==> config.mk <==
export PLATFORM = sky130hd
export DESIGN_NAME = cmp_operand_debounce
export DESIGN_NICKNAME = d
export VERILOG_FILES = /design/src/rtl/cmp_operand_debounce.sv
export SDC_FILE = /design/constraint.sdc
export NUM_CORES = 1
export LEC_CHECK = 0
export CAP_MARGIN = 20
export CORE_AREA = 2 2 39 41
export CTS_BUF_LIST = sky130_fd_sc_hd__clkbuf_2 sky130_fd_sc_hd__clkbuf_4 sky130_fd_sc_hd__clkbuf_8
export CTS_CLUSTER_SIZE = 16
export DETAILED_ROUTE_END_ITERATION = 12
export DIE_AREA = 0 0 41 43
export PLACE_DENSITY = 0.71
export SLEW_MARGIN = 15
export SYNTH_ARGS = -nofsm -noshare
export SYNTH_HDL_FRONTEND = slang
export SYNTH_SLANG_ARGS = --single-unit
export TNS_END_PERCENT = 10
==> constraint.sdc <==
create_clock -name CLKIN -period 0.9 [get_ports CLKIN]
set_input_delay 0.18 -clock CLKIN [delete_from_list [all_inputs] [get_ports CLKIN]]
set_output_delay 0.18 -clock CLKIN [all_outputs]
set_load 0.03 [all_outputs]
==> src/rtl/cmp_operand_debounce.sv <==
// rtl/cmp_operand_debounce.sv - synchronize and debounce four switch pins into zero-extended compare operands
// Optional feature macro: CMP_DEBOUNCE_EN (defined: per-pin debounce counters; undefined: sync only).
module cmp_operand_debounce #(
  parameter int DEBOUNCE_CYCLES = 12000,
  parameter int WIDTH           = 8
) (
  input  logic             CLKIN,
  input  logic             RESETN,
  input  logic             A0,
  input  logic             A1,
  input  logic             B0,
  input  logic             B1,
  output logic [WIDTH-1:0] I0,
  output logic [WIDTH-1:0] I1,
  output logic             VALID
);

  logic [3:0] pins;
  logic [3:0] sync1_q;
  logic [3:0] sync2_q;
  logic [3:0] stable_q;
  logic [3:0] stable_d;
  logic       valid_q;
  logic       valid_d;

  assign pins = {B1, B0, A1, A0};

  always_ff @(posedge CLKIN or negedge RESETN) begin
    if (!RESETN) begin
      sync1_q  <= '0;
      sync2_q  <= '0;
      stable_q <= '0;
      valid_q  <= 1'b0;
    end else begin
      sync1_q  <= pins;
      sync2_q  <= sync1_q;
      stable_q <= stable_d;
      valid_q  <= valid_d;
    end
  end

`ifdef CMP_DEBOUNCE_EN
  localparam int            CW      = (DEBOUNCE_CYCLES > 1) ? $clog2(DEBOUNCE_CYCLES) : 1;
  localparam logic [CW-1:0] CNT_MAX = CW'(DEBOUNCE_CYCLES - 1);

  logic [CW-1:0] cnt_q [4];
  logic [CW-1:0] cnt_d [4];

  // Any cycle where the pin agrees with its committed value discards the run so far.
  always_comb begin
    stable_d = stable_q;
    for (int p = 0; p < 4; p++) begin
      cnt_d[p] = '0;
      if (sync2_q[p] != stable_q[p]) begin
        if (cnt_q[p] == CNT_MAX) begin
          stable_d[p] = sync2_q[p];
        end else begin
          cnt_d[p] = cnt_q[p] + CW'(1);
        end
      end
    end
  end

  always_ff @(posedge CLKIN or negedge RESETN) begin
    if (!RESETN) begin
      for (int p = 0; p < 4; p++) begin
        cnt_q[p] <= '0;
      end
    end else begin
      for (int p = 0; p < 4; p++) begin
        cnt_q[p] <= cnt_d[p];
      end
    end
  end
`else
  assign stable_d = sync2_q;
`endif

  // VALID registers alongside stable_q so it is high in the first cycle I0/I1 show the change.
  assign valid_d = |(stable_d ^ stable_q);
  assign VALID   = valid_q;

  always_comb begin
    I0      = '0;
    I1      = '0;
    I0[1:0] = stable_q[1:0];
    I1[1:0] = stable_q[3:2];
  end

endmodule

==> qor.txt, run 1 <==
WP data arrival: 0.80 ns
grt ovf: 0
path type of the worst min-delay path: in2async
# diodes: 0
Period minus WS final: 0.977 ns
full die area: 1760 sq um
row count: 14
pwr/cell area: 1850 nW/um^2
routed len/inst: 8.62 microns
Vias/cell: 3.54
setup violators final: 6
Mapped Area: 460 sq um
Adder-Cell Fraction of Synth Area: 0%
hpwl dp: 392 microns
Core Area: 1380 sq um
Final period util: 109%
fmax: 1020 MHz
commonest non-fill, non-tap cell in the layout: dfrtp_1
Setup crit start kind: flop
Mapped Cells: 31
Iteration-0 DRC Markers: 1
Final TNS setup: -0.371 ns
root buf cell: clkbuf_4
TritonCTS Buffers: 3
P_leak: 0.316 nW
share of the yosys chip area belonging to registers: 70.7%
via count: 230
setup ws final: -0.0775 ns
DRC violations left: 0
Crit-path slowest cell: dfrtp_1
most frequent cells in the layout: dfrtp_1, conb_1, clkdlybuf4s50_1, buf_6
clock latency on the worst-skew pair: 0.26 ns
CP endpoint kind: output pin
worst-path cell chain: buf_6
IO Port Bufs: 10
final hold viol count: 0
mux contribution to synthesized area: 0%
clk slew on worst S/H paths: 0.07 ns
CP Class: reg2out
Slew Limit Fails: 0
Worst VDD drop: 0.000701 V
Critical Path Fanout Max: 2
TritonCTS clock tree: built
complex-gate fraction of the synthesized area: 0%
#FFs+latches synth: 13
RePlAce Congestion: 0.587
Tot Pwr: 1.20 mW
Util after Layout: 46.8%
slowest stage delay, CP: 0.39 ns
nets@finish: 56
Yosys warnings: 0
Data required, critical path: 0.72 ns
ANT nets after route: 0
CTS sink count: 13
maximum clock insertion buffer count: 2
worst hold slack: 0.242 ns
status: finished with violations
Die H: 43 microns
cts hold-fix bufs: 0
pre-CTS setup slack: 0.0929 ns
vias in the first global route: 184
Buf+Inv Stages, Crit Path: 1
Avg Cell Area, Syn: 14.9 sq um
xor-xnor portion of the synthesized cell area: 7.61%
Top Ports: 23
area share of and/or/nand/nor cells after synthesis: 1.36%
die width: 41 microns
pin count of the biggest net entering global routing: 14
Total Routing Usage GR: 7.08%
initial antenna violation count: 0
largest family of logic cells by synthesized area: buffers and inverters
setup repair after global routing missed its margin: yes
delay-heaviest family, CP: flip-flops
Max Clock Skew: 0.00291 ns
Pre-antenna DRT Iters: 2
first-pass GRT wire length: 724 microns
Routed WL: 560 microns
H-tree Lvls: 1
failing checks: setup timing
synth unique cells: 5
area grow syn2layout: 40.8%
layout cells sized above 1: 36.7%
Initial Utilization: 33.3%
max cap viols: 0
==> metal layers <==
| layer | GRT usage (%) | routed length, microns |
|---|---|---|
| met5 | 0 | 0 |
| met4 | 6.00 | 0 |
| met3 | 4.71 | 62 |
| met2 | 9.06 | 294 |
| met1 | 7.61 | 203 |
==> Yosys cell counts <==
library cell   n  share of area, %
conb_1         1              0.81
xnor2_1        4               7.6
nand4_1        1               1.4
dfrtp_1       13                71
buf_4         12                20
==> where the power goes <==
part | internal, mW | switching [mW]
clock network | 0.201 | 0.162
logic | 0.0827 | 0.122
registers | 0.614 | 0.0184
==> sequential cells by signal, indices dropped and copies added, names as in the netlist <==
signal / flops
VALID: 1
sync1_q: 4
stable_q: 4
stable_d: 4
==> path summary, 6_finish.rpt <==
| kind | endpoint | depth (start not counted) | slack (ns) | from |
|---|---|---|---|---|
| setup / recovery | I1[0] | 1 | -0.08 | stable_q[2]$_DFF_PN0_ |
| hold reg to reg | stable_d[1]$_DFF_PN0_ | 0 | 0.35 | sync1_q[1]$_DFF_PN0_ |
| min in group CLKIN | sync1_q[3]$_DFF_PN0_ | 1 | 0.35 | B1 |
| hold / removal | stable_q[0]$_DFF_PN0_ | 2 | 0.24 | RESETN |
| max in group asynchronous | stable_q[1]$_DFF_PN0_ | 2 | 0.55 | RESETN |
| setup reg to reg | VALID$_DFF_PN0_ | 3 | -0.01 | stable_q[1]$_DFF_PN0_ |
==> final cells by class <==
class	instances	area [sq um]
fill	126	736
sequential	13	325
timing repair buffer	15	156
multi-input combinational	17	116
clock buffer	4	30.0
tap	16	20.0
==> metrics by stage <==
step                std cells  cell area (sq um)
floorplan                  42                502
global placement           57                539
detailed placement         57                539
CTS                        65                641
global route               65                648
finish                     65                648
==> timing repair <==
action                                  4_1_cts  5_1_grt
resized for setup                             8        1
endpoints found under the hold margin         0        0
buffers inserted                              4        0
endpoints found under the setup margin        5        6
cloned                                        0        0
pin swaps                                     2        3
==> logic make-up (layout without fill, tap and decap cells) <==
family / after synthesis / in the layout
simple gates: 1 / 1
other cells: 1 / 12
buf+inv: 12 / 19
xor+xnor: 4 / 4
flops: 13 / 13
(Power assumes the default switching activity.)
==> inputs of run 2 (changes only) <==
CAP_MARGIN = unset   (was 20)
PLACE_DENSITY = 0.73   (was 0.71)
SKIP_CTS_REPAIR_TIMING = 1   (was unset)
==> run 2 against run 1 <==
  * The run still ends with setup timing left
  * Clock skew down 0.0016 ns
  * Sequential share of layout area up 1.5 points
  * Worst setup slack got worse by 0.014 ns
  * Register-to-register slack about the same
  * Hold slack worse by 0.0022 ns
  * Non-clock buffer count fell by 1
  * Via count decreased by 2.2%
  * Core utilization is 1.4 points lower
  * Critical endpoint is now I0[1]
  * Largest cell class unchanged
==> qor.txt, run 2 (same netlist as run 1, synthesis figures left out) <==
maximum clock insertion buffer count: 2
Sequential Power Share: 52.9%
Max Clock Skew: 0.00135 ns
worst hold slack: 0.240 ns
Top Metal Used: met3
delay-heaviest family, CP: flip-flops
pin count of the biggest net entering global routing: 14
pwr/cell area: 1900 nW/um^2
Routed WL: 548 microns
initial antenna violation count: 0
most frequent cells in the layout: dfrtp_1, conb_1, clkdlybuf4s50_1
clock latency on the worst-skew pair: 0.26 ns
first-pass GRT wire length: 786 microns
setup ws final: -0.0919 ns
commonest non-fill, non-tap cell in the layout: dfrtp_1
Util after Layout: 45.5%
Slew Limit Fails: 0
status: finished with violations
Critical Path Fanout Max: 2
root buf cell: clkbuf_4
fmax: 1010 MHz
WP data arrival: 0.81 ns
CTS sink count: 13
H-tree Lvls: 1
Die H: 43 microns
Sw Share: 25.4%
area grow syn2layout: 36.7%
row count: 14
Met3 Wirelength: 62 microns
Period minus WS final: 0.992 ns
P_sw: 0.303 mW
P_leak: 0.304 nW
ANT nets after route: 0
TritonCTS clock tree: built
Crit-path slowest cell: dfrtp_1
RePlAce Congestion: 0.587
worst-path cell chain: buf_6
Initial Utilization: 33.3%
CP Class: reg2out
path type of the worst min-delay path: in2async
Total Routing Usage GR: 7.38%
via count: 225
grt ovf: 0
Worst VDD drop: 0.000817 V
hpwl dp: 392 microns
routed len/inst: 8.56 microns
TritonCTS Buffers: 3
pre-CTS setup slack: 0.107 ns
Iteration-0 DRC Markers: 2
clk slew on worst S/H paths: 0.07 ns
vias in the first global route: 200
final hold viol count: 0
Data required, critical path: 0.72 ns
full die area: 1760 sq um
nets@finish: 55
combinational share of power: 16.3%
die width: 41 microns
Pre-antenna DRT Iters: 2
Post-Route M1 WL: 199 microns
Top Ports: 23
Final period util: 110%
max cap viols: 0
Setup crit start kind: flop
layout cells sized above 1: 33.3%
CP endpoint kind: output pin
Buf+Inv Stages, Crit Path: 1
Vias/cell: 3.52
failing checks: setup timing
setup violators final: 6
DRC violations left: 0
WL met2: 285 microns
# diodes: 0
IO Port Bufs: 10
setup repair after global routing missed its margin: yes
slowest stage delay, CP: 0.40 ns
Core Area: 1380 sq um
internal cell power: 0.891 mW
Clock power frac: 30.8%
run 2: cell types whose count changed in the layout (fill, tap and decap cells not counted), sizes merged:
cell | previous run | this run
buf | 10 | 9
run 2: power groups by stage:
stage	sequential (mW)	combinational (mW)	clock [mW]
floorplan	0.661	0.121	0
global placement	0.638	0.166	0
detailed placement	0.640	0.168	0
CTS	0.629	0.168	0.387
global route	0.634	0.208	0.419
finish	0.631	0.194	0.368
run 2: worst paths after layout:
path	startpoint	to	slack, ns	depth (start not counted)
hold / removal	RESETN	VALID$_DFF_PN0_	0.24	2
setup / recovery	stable_q[1]$_DFF_PN0_	I0[1]	-0.09	1
setup reg to reg	stable_q[3]$_DFF_PN0_	VALID$_DFF_PN0_	0	3
max in group asynchronous	RESETN	stable_d[1]$_DFF_PN0_	0.55	2
hold reg to reg	sync1_q[2]$_DFF_PN0_	stable_d[2]$_DFF_PN0_	0.35	0
min in group CLKIN	B1	sync1_q[3]$_DFF_PN0_	0.35	1
run 2: area by class of cell:
type,instances,area [sq um]
Fill cell,125,754
Multi-Input combinational cell,17,109
Tap cell,16,20.0
Clock buffer,4,30.0
Sequential cell,13,325
Timing Repair Buffer,14,145
run 2: per-stage QoR:
step | power, mW | instance area (sq um) | instances | setup TNS (ns)
after global placement | 0.804 | 539 | 57 | 0
after CTS | 1.18 | 569 | 61 | -0.582
after detailed placement | 0.808 | 539 | 57 | 0
final | 1.19 | 629 | 64 | -0.402
after global routing | 1.26 | 629 | 64 | -0.608
after floorplan | 0.783 | 502 | 42 | 0
run 2: routing by layer:
layer / vias to the layer above / global-route usage [%]
met4: 0 / 6.00
met1: 108 / 8.25
met2: 12 / 9.38
li1: 105 / -
met3: 0 / 4.71
met5: - / 0
==> edit: new RTL, settings of run 2 <==
Change the parameter `WIDTH` from 8 to 12.
--- a/src/rtl/cmp_operand_debounce.sv
+++ b/src/rtl/cmp_operand_debounce.sv
@@ -2,7 +2,7 @@
 // Optional feature macro: CMP_DEBOUNCE_EN (defined: per-pin debounce counters; undefined: sync only).
 module cmp_operand_debounce #(
   parameter int DEBOUNCE_CYCLES = 12000,
-  parameter int WIDTH           = 8
+  parameter int WIDTH           = 12
 ) (
   input  logic             CLKIN,
   input  logic             RESETN,
Interface: changed (resized I0 and I1); port bits go from 23 to 31. The function was not compared with the original's and may differ.
==> edit against run 2 <==
The run still ends with setup timing left. Worst hold slack worse by 0.022 ns. Area after synthesis up 13%. Clock skew about the same. Utilization up 2.1 points. Setup slack better by 0.011 ns. Sequential cell count unchanged. Design area up 4.6%. Synthesized cell count up 26%. First-iteration DRC count down 100%. Wire length up 2.7%. Register-to-register slack about the same. Via count up 7.1%. Die area unchanged. Power up 3.1%. Critical path type unchanged. Largest power group unchanged.
==> edit: results (changes against run 2) <==
stage;metric;value;unit;change
global_route;first-pass GRT wire length;759;microns;was 786 microns
clock_tree;total CTS buffers;3;;unchanged
clock_tree;clk buf depth;2;;unchanged
place;hpwl dp;430;microns;was 392 microns
pwr;Worst IR Drop VDD;0.950;mV;was 0.817 mV
run_status;status;complete, but fails checks;;unchanged
final_layout;Antenna Cells;0;;unchanged
route;DR vias/cell;3.30;;was 3.52
setup_path;CP max stage delay;0.39;ns;
synth;register area share after synthesis;62.5;%;was 70.7%
final_layout;share of cells above drive strength 1;29.8;%;was 33.3%
route;DR iter-0 viols;0;;was 2
synth;Synth Area in XOR/XNOR;6.73;%;was 7.61%
place;input/output buffers;10;;unchanged
place;area post-placement;557;sq um;was 539 sq um
clock_tree;Clock Latency Late Sink;0.26;ns;about the same
pwr;cell leakage power;0.000332;uW;was 0.000304 uW
global_route;GRT Util Overall;6.96;%;was 7.38%
sta;final setup margin;-0.0809;ns;was -0.0919 ns
worst_hold_path;worst hold path class;in2async;;unchanged
global_route;initial antenna violation count;0;;unchanged
final_layout;Non-Filler Instances;73;;was 64
synth;Post-synth top cells;buf_4, dfrtp_1, xnor2_1, conb_1, nand4_1;;was dfrtp_1, buf_4, xnor2_1, conb_1, nand4_1
setup_path;Crit path max-delay family;flip-flops;;unchanged
setup_path;Worst Path Max Fanout;2;;unchanged
final_layout;nets;64;;was 55
sta;final setup vio count;5;;was 6
synth;cells after synthesis;39;;was 31
place;pre-CTS worst setup slack;0.123;ns;was 0.107 ns
sta;Clock Skew;0.00105;ns;was 0.00135 ns
route;wirelength, routed;563;microns;was 548 microns
route;DRT Pass-1 Iters;1;;was 2
run_status;failing checks;setup timing;;unchanged
synth;top post-synthesis cells by area;dfrtp_1, buf_4, xnor2_1;;unchanged
setup_path;Arrival @ worst endpoint;0.80;ns;
global_route;number of global-route vias before repair;194;;was 200
place;RD Place Congestion;0.551;;was 0.587
place;Post-Place Cells;65;;was 57
## edit: report_power, final
part           leakage [uW]  switching (uW)  internal [uW]
sequential         0.000149            17.5            613
combinational      0.000164             162           74.0
clock             0.0000184             163            201
## edit: per-layer routing
metal  wire length [microns]  share of wire (%)  vias up  track usage (%)
met3                      63                 11        0             3.14
met4                       0                  0        0             8.00
li1                        -                  -      113                -
met5                       0                  0        -                0
met2                     292                 52       15             8.13
met1                     208                 37      113             8.22
## edit: cell type report
class / instances / area (sq um)
Timing Repair Buffer: 15 / 144
Fill cell: 130 / 726
Sequential cell: 13 / 325
Tap cell: 16 / 20.0
Clock buffer: 4 / 30.0
Multi-Input combinational cell: 25 / 139
## edit: logic make-up after synthesis
kind of cell / Yosys count
simple gates: 1
buf+inv: 20
other cells: 1
xor+xnor: 4
flops: 13
## edit: path summary, 6_finish.rpt
| check | start | end | slack, ns | cells past startpoint |
|---|---|---|---|---|
| max in group asynchronous | RESETN | sync1_q[2] | 0.53 | 2 |
| max | stable_q[0] | I0[0] | -0.08 | 1 |
| min | RESETN | stable_q[2] | 0.22 | 2 |
| max reg2reg | stable_q[3] | VALID | 0 | 3 |
| min reg2reg | sync1_q[1] | stable_d[1] | 0.35 | 0 |
| min in group CLKIN | B1 | sync1_q[3] | 0.35 | 1 |
## edit: stage by stage
step           total power (uW)  hold WS, ns  TNS [ns]
6_report                   1230        0.219    -0.361
5_1_grt                    1300        0.229    -0.563
4_1_cts                    1210        0.218    -0.572
3_5_place_dp                844        0.339         0
3_3_place_gp                840        0.331         0
2_1_floorplan               853       -0.116         0
